==> src/rtl/key_digit_entry.sv <==
// Keypad-to-display digit entry buffer: right-to-left accumulation, clear, backspace, operators.
// Optional KDE_LZ_BLANK_EN: blank leading display positions instead of showing leading zeros.
module key_digit_entry #(
    parameter int NUM_DIGITS = 8,
    parameter bit HEX_MODE   = 1'b0,
    localparam int CNT_W     = $clog2(NUM_DIGITS + 1)
) (
    input  logic                    clk,
    input  logic                    rst,
    input  logic [15:0]             key_pulse,
    input  logic                    clr,
    output logic [4*NUM_DIGITS-1:0] digits,
    output logic [NUM_DIGITS-1:0]   digit_en,
    output logic [CNT_W-1:0]        count,
    output logic                    op_valid,
    output logic [3:0]              op_code,
    output logic [4*NUM_DIGITS-1:0] op_value,
    output logic                    overflow
);
    typedef enum logic [1:0] {S_EMPTY, S_ENTRY, S_FULL, S_PENDING} state_t;

    localparam logic [CNT_W-1:0] FULL_CNT = CNT_W'(NUM_DIGITS);

    state_t                  r_state, w_state_nx;
    logic [4*NUM_DIGITS-1:0] r_digits, w_digits_nx;
    logic [CNT_W-1:0]        r_count, w_count_nx;
    logic                    r_op_valid, w_op_valid_nx;
    logic [3:0]              r_op_code, w_op_code_nx;
    logic [4*NUM_DIGITS-1:0] r_op_value, w_op_value_nx;
    logic                    r_overflow, w_overflow_nx;

    logic [3:0] w_code;
    logic       w_one, w_is_digit, w_is_clr, w_is_bs, w_is_op;

    // Bit index i maps to code (i+1) mod 16; truncation to 4 bits does the wrap.
    always_comb begin
        w_code = 4'd0;
        for (int i = 0; i < 16; i++)
            if (key_pulse[i]) w_code = 4'(i + 1);
        w_one = (key_pulse != 16'd0) && ((key_pulse & (key_pulse - 16'd1)) == 16'd0);
    end

    assign w_is_digit = w_one && (HEX_MODE || (w_code <= 4'd9));
    assign w_is_clr   = w_one && !HEX_MODE && (w_code == 4'hC);
    assign w_is_bs    = w_one && !HEX_MODE && (w_code == 4'hD);
    assign w_is_op    = w_one && !HEX_MODE &&
                        (w_code == 4'hA || w_code == 4'hB || w_code == 4'hE || w_code == 4'hF);

    always_comb begin
        w_state_nx    = r_state;
        w_digits_nx   = r_digits;
        w_count_nx    = r_count;
        w_op_valid_nx = 1'b0;
        w_op_code_nx  = r_op_code;
        w_op_value_nx = r_op_value;
        w_overflow_nx = 1'b0;
        if (clr || w_is_clr) begin
            w_digits_nx = '0;
            w_count_nx  = '0;
            w_state_nx  = S_EMPTY;
        end else if (w_is_op) begin
            w_op_valid_nx = 1'b1;
            w_op_code_nx  = w_code;
            w_op_value_nx = r_digits;
            w_state_nx    = S_PENDING;
        end else if (w_is_digit) begin
            case (r_state)
                S_EMPTY, S_PENDING: begin
                    // A new number after an operator starts from a clean buffer.
                    w_digits_nx = '0;
                    w_count_nx  = '0;
                    w_state_nx  = S_EMPTY;
                    if (w_code != 4'd0) begin
                        w_digits_nx[3:0] = w_code;
                        w_count_nx       = CNT_W'(1);
                        w_state_nx       = (NUM_DIGITS == 1) ? S_FULL : S_ENTRY;
                    end
                end
                S_ENTRY: begin
                    w_digits_nx      = r_digits << 4;
                    w_digits_nx[3:0] = w_code;
                    w_count_nx       = r_count + CNT_W'(1);
                    w_state_nx       = (w_count_nx == FULL_CNT) ? S_FULL : S_ENTRY;
                end
                default: w_overflow_nx = 1'b1;
            endcase
        end else if (w_is_bs && (r_state == S_ENTRY || r_state == S_FULL)) begin
            w_digits_nx = r_digits >> 4;
            w_count_nx  = r_count - CNT_W'(1);
            w_state_nx  = (r_count == CNT_W'(1)) ? S_EMPTY : S_ENTRY;
        end
    end

    always_ff @(posedge clk or posedge rst) begin
        if (rst) begin
            r_state    <= S_EMPTY;
            r_digits   <= '0;
            r_count    <= '0;
            r_op_valid <= 1'b0;
            r_op_code  <= 4'd0;
            r_op_value <= '0;
            r_overflow <= 1'b0;
        end else begin
            r_state    <= w_state_nx;
            r_digits   <= w_digits_nx;
            r_count    <= w_count_nx;
            r_op_valid <= w_op_valid_nx;
            r_op_code  <= w_op_code_nx;
            r_op_value <= w_op_value_nx;
            r_overflow <= w_overflow_nx;
        end
    end

`ifdef KDE_LZ_BLANK_EN
    // Digits hold through PENDING, so r_count still describes op_value there.
    always_comb begin
        digit_en = '0;
        for (int i = 0; i < NUM_DIGITS; i++)
            digit_en[i] = (i == 0) || (CNT_W'(i) < r_count);
    end
`else
    assign digit_en = '1;
`endif

    assign digits   = r_digits;
    assign count    = r_count;
    assign op_valid = r_op_valid;
    assign op_code  = r_op_code;
    assign op_value = r_op_value;
    assign overflow = r_overflow;
endmodule

==> config.mk <==
export PLATFORM = sky130hd
export DESIGN_NAME = key_digit_entry
export DESIGN_NICKNAME = d
export VERILOG_FILES = /design/src/rtl/key_digit_entry.sv
export SDC_FILE = /design/constraint.sdc
export NUM_CORES = 1
export LEC_CHECK = 0
export CAP_MARGIN = 30
export CORE_UTILIZATION = 45
export CTS_CLUSTER_SIZE = 25
export DETAILED_ROUTE_END_ITERATION = 8
export GPL_ROUTABILITY_DRIVEN = 0
export GPL_TIMING_DRIVEN = 0
export PLACE_DENSITY = 0.77
export SYNTH_ARGS = -nofsm -noshare
export SYNTH_HDL_FRONTEND = slang
export SYNTH_SLANG_ARGS = --single-unit
==> constraint.sdc <==
create_clock -name clk -period 2.8 [get_ports clk]
set_input_delay 0.84 -clock clk [delete_from_list [all_inputs] [get_ports clk]]
set_output_delay 0.84 -clock clk [all_outputs]
set_load 0.02 [all_outputs]
==> results.toml, run 1 <==
[sta]
rsz0062_at_grt = "yes"
tightestPinTransition_ps = 526
finalCriticalPeriod_ps = 2880
layout_setup_ws_ps = -82.1
timing.setup.tns_ps = -3020
fmax_mhz = 347
finalCritPeriodShare_pct = 103
slew_headroom_pct = 64.8
maxSlewViolCount = 0
skew_ps = 8.48
hold_viol = 0
final-setup-viol-count = 65

[layout]
antennaDiodeCount = 0
area_delta_synth_final_pct = 48.5
final_cells = 662
drive_gt1_share_pct = 30.0
finalNetCount = 574
post-route-util_pct = 68.4

[die]
die_h_um = 96.3
die_area_um2 = 9260
start_util_pct = 46.1
die_w_um = 96.3
core_um2 = 8680
fp-row-count = 34
ios = 101

[global_routing]
grt_overflow_total = 0
grt_max_degree = 63
antenna_found_initial = 0
first_global_vias = 3531
track_usage_pct = 25.6
grt_pass1_wl_um = 17800

[clock_tree]
clk_latency_ps = 370
cts.clk_slew.worst_paths_ps = 80
ctsHoldBuffers = 0
cts_buffer_depth = 2
tritoncts = "done"
cts_sinks = 76
htree_levels = 3
cts_made_buffers = 9
clockRootBuffer = "clkbuf_8"

[worst_setup_path]
worstSetupPathType = "in -> reg"
cp.arrival_ps = 3170
critPathRequiredTime_ps = 3090
critPathMaxStageDelay_ps = 540
crit_path_top_delay_cell = "or4_4"
worst_setup_path_end_kind = "flip-flop"
cp_max_fo = 6
cp_cell_sequence = "buf_12, or4_4, o32ai_4, o41a_2, or4b_4, a21o_4, or3_1, a31oi_1"
cp-start-kind = "primary input"

[routing]
ant_nets = 0
routed-wl-met2_um = 5680
drt-total-wl_um = 11600
wl_per_cell_um = 17.6
wl_met3_um = 783
via_per_inst = 5.82
drc_errors = 0
drt-met1-wl_um = 4940
firstDrtPassIters = 7
drt_iter0_drc = 313
via_count = 3856
top_layer = "met4"

[power]
p_comb_share_pct = 8.1
total_leakage_power_uw = 0.00249
swShare_pct = 24.7
seqPwrFrac_pct = 51.6
pwr_density_cell_nw_per_um2 = 358
vdd_ir_drop_max_mv = 0.382
p_clk_share_pct = 40.2
switchingPower_uw = 524
intPower_uw = 1600

[logic_synthesis]
synth_top_area_share_pct = 47.6
synthTopCellsByArea = "dfrtp_1 (48%), mux2_2 (10%), a21oi_1 (7.4%), o21ai_0 (4.3%), nor2_1 (4.0%)"
yosysWarnings = 0
synth_common_cells = "dfrtp_1 (76), a21oi_1 (59), nor2_1 (43), mux2_2 (36)"
yosys.area.top_type = "dfrtp_1"
seq_area_frac_synth_pct = 47.6
synthArstFlopShare_pct = 100
synth_area_per_cell_um2 = 9.59
synth_most_common_cell = "dfrtp_1"
synth-edff-count = 0
ys.flop_type = "dfrtp_1"
synth_area_um2 = 4000
synth.ff_latch_count = 76
synthCells = 417
ys_types = 58

[run_status]
status = "finished with violations"
violations = "negative setup slack"

[place]
port_buffers = 89
placed_cells = 622
place_ws_ps = -1180
hpwl_um = 7440

[run]
drv_cap = 0

[worst_hold_path]
hp-class = "reg -> reg"
worst max-delay path, delay by kind of cell:
family	cells	cell delay [ps]
AOI/OAI and AO/OA	4	820
buffers and inverters	1	110
and+or+nand+nor	3	1390
metal layers:
metal  vias up  global-route usage, %
li1       1757                      -
met1      1882                   34.7
met2       191                   40.5
met3        26                   5.53
met4         0                   8.71
met5         -                      0
cell families (layout without fill, tap and decap cells):
logic type / count (synthesis) / count (layout) / synth area share, %
AOI/OAI and AO/OA: 135 / 135 / 20.3
xor gates and xnor gates: 1 / 1 / 0.219
adders and majority gates: 7 / 7 / 2.13
buffers and inverters: 47 / 177 / 5.60
DFF: 76 / 76 / 47.6
muxes: 37 / 37 / 10.4
other: 1 / 8 / 0.0938
and+or+nand+nor: 113 / 113 / 13.6
metrics by stage:
stage / total power (uW) / instance area [um^2] / hold WS [ps]
after floorplan: 1210 / 4080 / 538
after global placement: 1260 / 5100 / 451
after detailed placement: 1270 / 5130 / 452
after CTS: 2130 / 5800 / 480
after global routing: 2190 / 5940 / 515
final: 2120 / 5940 / 475
power groups by stage:
stage | logic, uW | registers (uW) | clock network, uW
2_1_floorplan | 89.0 | 1120 | 0
3_5_place_dp | 148 | 1120 | 0
5_1_grt | 187 | 1100 | 907
6_report | 172 | 1100 | 855
4_1_cts | 165 | 1100 | 866
3_3_place_gp | 139 | 1120 | 0
cell usage in the layout, fill, tap and decap left out, drive strengths merged, types with 4 or more instances in the layout:
cell type and instances:
dfrtp 76, clkdlybuf4s50 76, a21oi 60, buf 49, nor2 43, mux2 36
nand2 34, o21ai 34, clkbuf 30, inv 12, conb 8, nor3 7
ha 6, o211ai 5, a211oi 5, nor4 5, or2 5, a32oi 4
a31oi 4
state kept, by name (all words and copies together), names as in the netlist:
register,count
digits,32
op_value,32
count,4
op_code,4
r_state,2
op_valid,1
overflow,1
repair_timing:
action	in CTS	in global routing
setup buffers	17	3
cloned	4	2
endpoints found under the setup margin	74	72
pin swaps	24	4
resized for setup	133	30
endpoints found under the hold margin	0	0
final timing paths:
| check | depth (start not counted) | startpoint | to | slack, ps |
|---|---|---|---|---|
| setup / recovery | 8 | key_pulse[3] | count[0] | -80 |
| hold / removal | 1 | op_code[1] | op_code[1] | 480 |
| setup reg to reg | 9 | r_state[1] | digits[20] | 710 |
| hold reg to reg | 1 | op_code[1] | op_code[1] | 480 |
| max in group asynchronous | 3 | rst | r_state[1] | 1500 |
| min in group asynchronous | 2 | rst | op_value[11] | 730 |
layout make-up:
class                      count  area, um^2
inverter                      12        55.1
timing repair buffer         116        1170
tap                          108         135
clock buffer                  11         141
fill                         676        2740
buffer                        33         360
sequential                    76        1900
multi-input combinational    301        2110
clock inverter                 5        61.3
Power figures use the tool's default switching activity.
==> run 2, diff against run 1 <==
Settings changed: CORE_ASPECT_RATIO set to 1.1.
==> run 2 against run 1 <==
The run still ends with negative setup slack left; maximum frequency decreased by 1.5%; worst hold slack barely moved; critical path depth rose by 3; sequential cell count stayed put; sequential power about the same; non-clock buffer count grew 12; total power rose by 0.10%; largest cell class unchanged.
==> results.toml, run 2 (synthesis results as in run 1) <==
[routing]
drc_errors = 0
drt-met1-wl_um = 5270
via_count = 4086
firstDrtPassIters = 5
wl_met3_um = 1160
wl_per_cell_um = 19.7
via_per_inst = 6.04
drt_iter0_drc = 439
routed-wl-met2_um = 6460
ant_nets = 0
drt-total-wl_um = 13300
top_layer = "met4"

[run]
drv_cap = 0

[sta]
slew_headroom_pct = 59.7
hold_viol = 0
finalCriticalPeriod_ps = 2930
skew_ps = 8.91
layout_setup_ws_ps = -127
fmax_mhz = 342
finalCritPeriodShare_pct = 105
final-setup-viol-count = 72
tightestPinTransition_ps = 597
rsz0062_at_grt = "yes"
maxSlewViolCount = 0

[global_routing]
first_global_vias = 4066
grt_overflow_total = 0
antenna_found_initial = 0
grt_max_degree = 42
grt_pass1_wl_um = 20300
track_usage_pct = 28.4

[power]
switchingPower_uw = 541
swShare_pct = 25.5
pwr_density_cell_nw_per_um2 = 342
intPower_uw = 1580
seqPwrFrac_pct = 51.6
total_leakage_power_uw = 0.00260
p_clk_share_pct = 39.8
total_power_uw = 2130
p_comb_share_pct = 8.7
vdd_ir_drop_max_mv = 0.379

[clock_tree]
cts_sinks = 76
ctsHoldBuffers = 0
cts_made_buffers = 9
htree_levels = 3
tritoncts = "done"
cts_buffer_depth = 2
clk_latency_ps = 360
cts.clk_slew.worst_paths_ps = 80
clockRootBuffer = "clkbuf_8"

[layout]
seqCellArea_um2 = 1900
finalNetCount = 586
area_delta_synth_final_pct = 55.6
final_cell_mix = "dfrtp_1 (76), clkdlybuf4s50_1 (76), a21oi_1 (42), nor2_1 (38), mux2_4 (34)"
multi_input_area_um2 = 2250
stdcell_area_um2 = 6220
antennaDiodeCount = 0
fillers = 557
drive_gt1_share_pct = 32.2
final_cells = 676

[worst_hold_path]
hp-class = "reg -> reg"

[die]
ios = 101
core_um2 = 8500
die_area_um2 = 9270
die_w_um = 91.9
fp-row-count = 35
die_h_um = 101
start_util_pct = 47.1

[place]
hpwl_um = 7620
placed_cells = 625
port_buffers = 89
post_dp_cell_area_um2 = 5130

[worst_setup_path]
worstSetupPathType = "in -> reg"
cp.arrival_ps = 3200
worst_setup_path_end_kind = "flip-flop"
cp-start-kind = "primary input"
critPathRequiredTime_ps = 3070
cp_max_fo = 7

[run_status]
violations = "negative setup slack"
status = "finished with violations"
-- run 2: final timing paths --
kind | from | slack, ps | to | depth (start not counted)
max in group asynchronous | rst | 1380 | digits[21] | 3
worst min-delay path | op_code[3] | 480 | op_code[3] | 1
min in group asynchronous | rst | 830 | op_value[6] | 2
worst min register to register | op_code[3] | 480 | op_code[3] | 1
worst max-delay path | key_pulse[5] | -130 | digits[14] | 11
worst max register to register | r_state[1] | 740 | digits[14] | 9
-- run 2: metal layers --
metal,vias up,GRT usage [%]
met2,273,46.1
met5,-,0
met3,53,6.64
met1,1997,35.2
li1,1763,-
met4,0,15.6
-- run 2: critical path: stages --
cell and delay, ps:
buf_12 110, nor4_4 370, buf_4 190, a41oi_2 120, a22o_1 260, or4b_4 570, a21oi_4 210, buf_12 160
clkbuf_8 140, o21ai_0 80, a21oi_1 160
-- run 2: stage by stage --
stage                     hold slack, ps  worst slack [ps]  utilization [%]  TNS, ps
after floorplan                      538              -331                -   -16760
after global placement               458             -1210             60.1  -169210
after detailed placement             457             -1150             60.4   -80160
after CTS                            476             -58.1             69.6    -2030
after global routing                 503              -157             73.2    -7810
final                                476              -127             73.2    -4120
-- run 2: power by group through the flow --
| stage | registers [uW] | clock network, uW | logic [uW] |
|---|---|---|---|
| floorplan | 1120 | 0 | 89.0 |
| global placement | 1120 | 0 | 140 |
| detailed placement | 1120 | 0 | 147 |
| CTS | 1100 | 848 | 167 |
| global route | 1100 | 894 | 199 |
| finish | 1100 | 845 | 184 |
-- run 2: timing repair --
action	4_1_cts	5_1_grt
endpoints found under the setup margin	75	73
pin swaps	20	11
gates cloned	6	3
buffers inserted	19	10
resized for setup	147	62
-- run 2: cell type report --
class	count	share of cell area (%)
buffer	33	5.25
clock buffer	10	2.05
clock inverter	5	0.986
inverter	12	0.965
multi-input combinational	301	36.1
sequential	76	30.6
tap	111	2.23
timing repair buffer	128	21.8
==> run 3, diff against run 2 <==
Settings changed: CORE_MARGIN set to 10.
==> run 3 against run 2 <==
The flow still finishes with violations (negative setup slack); total power rose by 6.5%; count of clock-buffer cells in the layout grew 3; global-route usage fell by 8.9 points.
==> results.toml, run 3 (synthesis results as in run 1) <==
[sta]
slew_headroom_pct = 65.6
tightestPinTransition_ps = 514
whs_ps = 465
maxSlewViolCount = 0
finalCritPeriodShare_pct = 105
final-setup-viol-count = 56
hold_viol = 0
skew_ps = 11.7
fmax_mhz = 341
layout_setup_ws_ps = -133
finalCriticalPeriod_ps = 2930
rsz0062_at_grt = "yes"

[global_routing]
first_global_vias = 3836
use_met1_pct = 23.3
top_usage_layer = "met2"
antenna_found_initial = 0
grt_overflow_total = 0
met3_usage_pct = 5.50
grtUsageMet2_pct = 31.6
grt_max_degree = 68
grt_pass1_wl_um = 20500
track_usage_pct = 19.5

[die]
start_util_pct = 45.5
core_um2 = 8780
fp-row-count = 36
die_area_um2 = 13100
die_w_um = 110
die_h_um = 119
ios = 101

[routing]
wl_per_cell_um = 20.9
firstDrtPassIters = 5
drt-total-wl_um = 14100
via_per_inst = 5.87
drt_iter0_drc = 419
drc_errors = 0
ant_nets = 0
via_count = 3954

[power]
total_leakage_power_uw = 0.00257
pwr_density_cell_nw_per_um2 = 366
vdd_ir_drop_max_mv = 0.468
total_power_uw = 2270

[worst_hold_path]
hold_path_depth = 1
hp-class = "reg -> reg"

[worst_setup_path]
critPathRequiredTime_ps = 3070
cp_max_fo = 8
cp-start-kind = "primary input"
worst_setup_path_end_kind = "flip-flop"
worstSetupPathType = "in -> reg"
cp.arrival_ps = 3200
r2r_cells = 9

[layout]
drive_gt1_share_pct = 32.0
area_delta_synth_final_pct = 54.6
stdcell_area_um2 = 6180
antennaDiodeCount = 0
post-route-util_pct = 70.4
final_cell_mix = "dfrtp_1 (76), clkdlybuf4s50_1 (76), a21oi_1 (46), nand2_1 (33), nor2_1 (33)"
finalNetCount = 580

[clock_tree]
cts.clk_slew.worst_paths_ps = 80
tritoncts = "done"
cts_sinks = 76
clk_latency_ps = 360
ctsHoldBuffers = 0
cts_buffer_depth = 2
clockRootBuffer = "clkbuf_8"
htree_levels = 3
cts_made_buffers = 9

[place]
place_ws_ps = -1230
port_buffers = 89
post_dp_cell_area_um2 = 5140
hpwl_um = 8620

[run_status]
status = "finished with violations"
violations = "negative setup slack"

[run]
drv_cap = 0
## run 3: cell count changes in the layout (fill, tap and decap cells not counted), sizes merged
| cell | change |
|---|---|
| clkbuf | +4 |
| clkdlybuf4s15 | +1 |
| inv | -1 |
| bufinv | +1 |
| buf | -9 |
| clkinvlp | +1 |
| clkinv | -2 |
## run 3: routing by layer
metal / vias up / part of all wire (%)
li1: 1750 / -
met1: 1930 / 38
met2: 234 / 51
met3: 40 / 9.2
met4: 0 / 2.5
met5: - / 0
## run 3: layout make-up
type | count | area, um^2
repair inverters | 1 | 5.00
clock inverters | 3 | 67.6
inverters | 12 | 55.1
fillers | 609 | 2600
clock buffers | 13 | 169
flip-flops and latches | 76 | 1900
repair buffers | 121 | 1260
multi-input cells | 301 | 2260
plain buffers | 33 | 320
well taps | 114 | 143
## run 3: critical path, stage by stage
cell      delay, ps
buf_12          110
nor4_4          400
nand3_2         150
o32a_1          370
or4b_4          600
a21oi_4         160
buf_12          150
clkbuf_8        150
o21ai_0         100
a21oi_1         160
## run 3: repair_timing
item / in CTS / in global routing
gates resized for setup: 113 / 78
endpoints found under the setup margin: 76 / 68
cloned: 3 / 5
buffers inserted: 18 / 6
pin swaps: 21 / 23
## run 3: path summary, 6_finish.rpt
kind                              start            to  slack [ps]
setup / recovery           key_pulse[5]    digits[12]        -130
hold / removal               op_code[3]    op_code[3]         470
setup reg to reg             r_state[1]    digits[12]         680
hold reg to reg              op_code[3]    op_code[3]         470
max in group asynchronous           rst  op_value[12]        1500
min in group asynchronous           rst      op_valid         740
## run 3: stage by stage
stage               setup TNS (ps)  std cells
detailed placement          -84680        628
global placement           -170380        627
CTS                           -139        664
floorplan                   -16760        424
global route                 -7870        674
finish                       -2530        674
## run 3: where the power goes
part	total [uW]	switching, uW	internal [uW]
clock	985	409	576
combinational	184	112	72.3
sequential	1100	0.143	1100
total	2270	520	1740
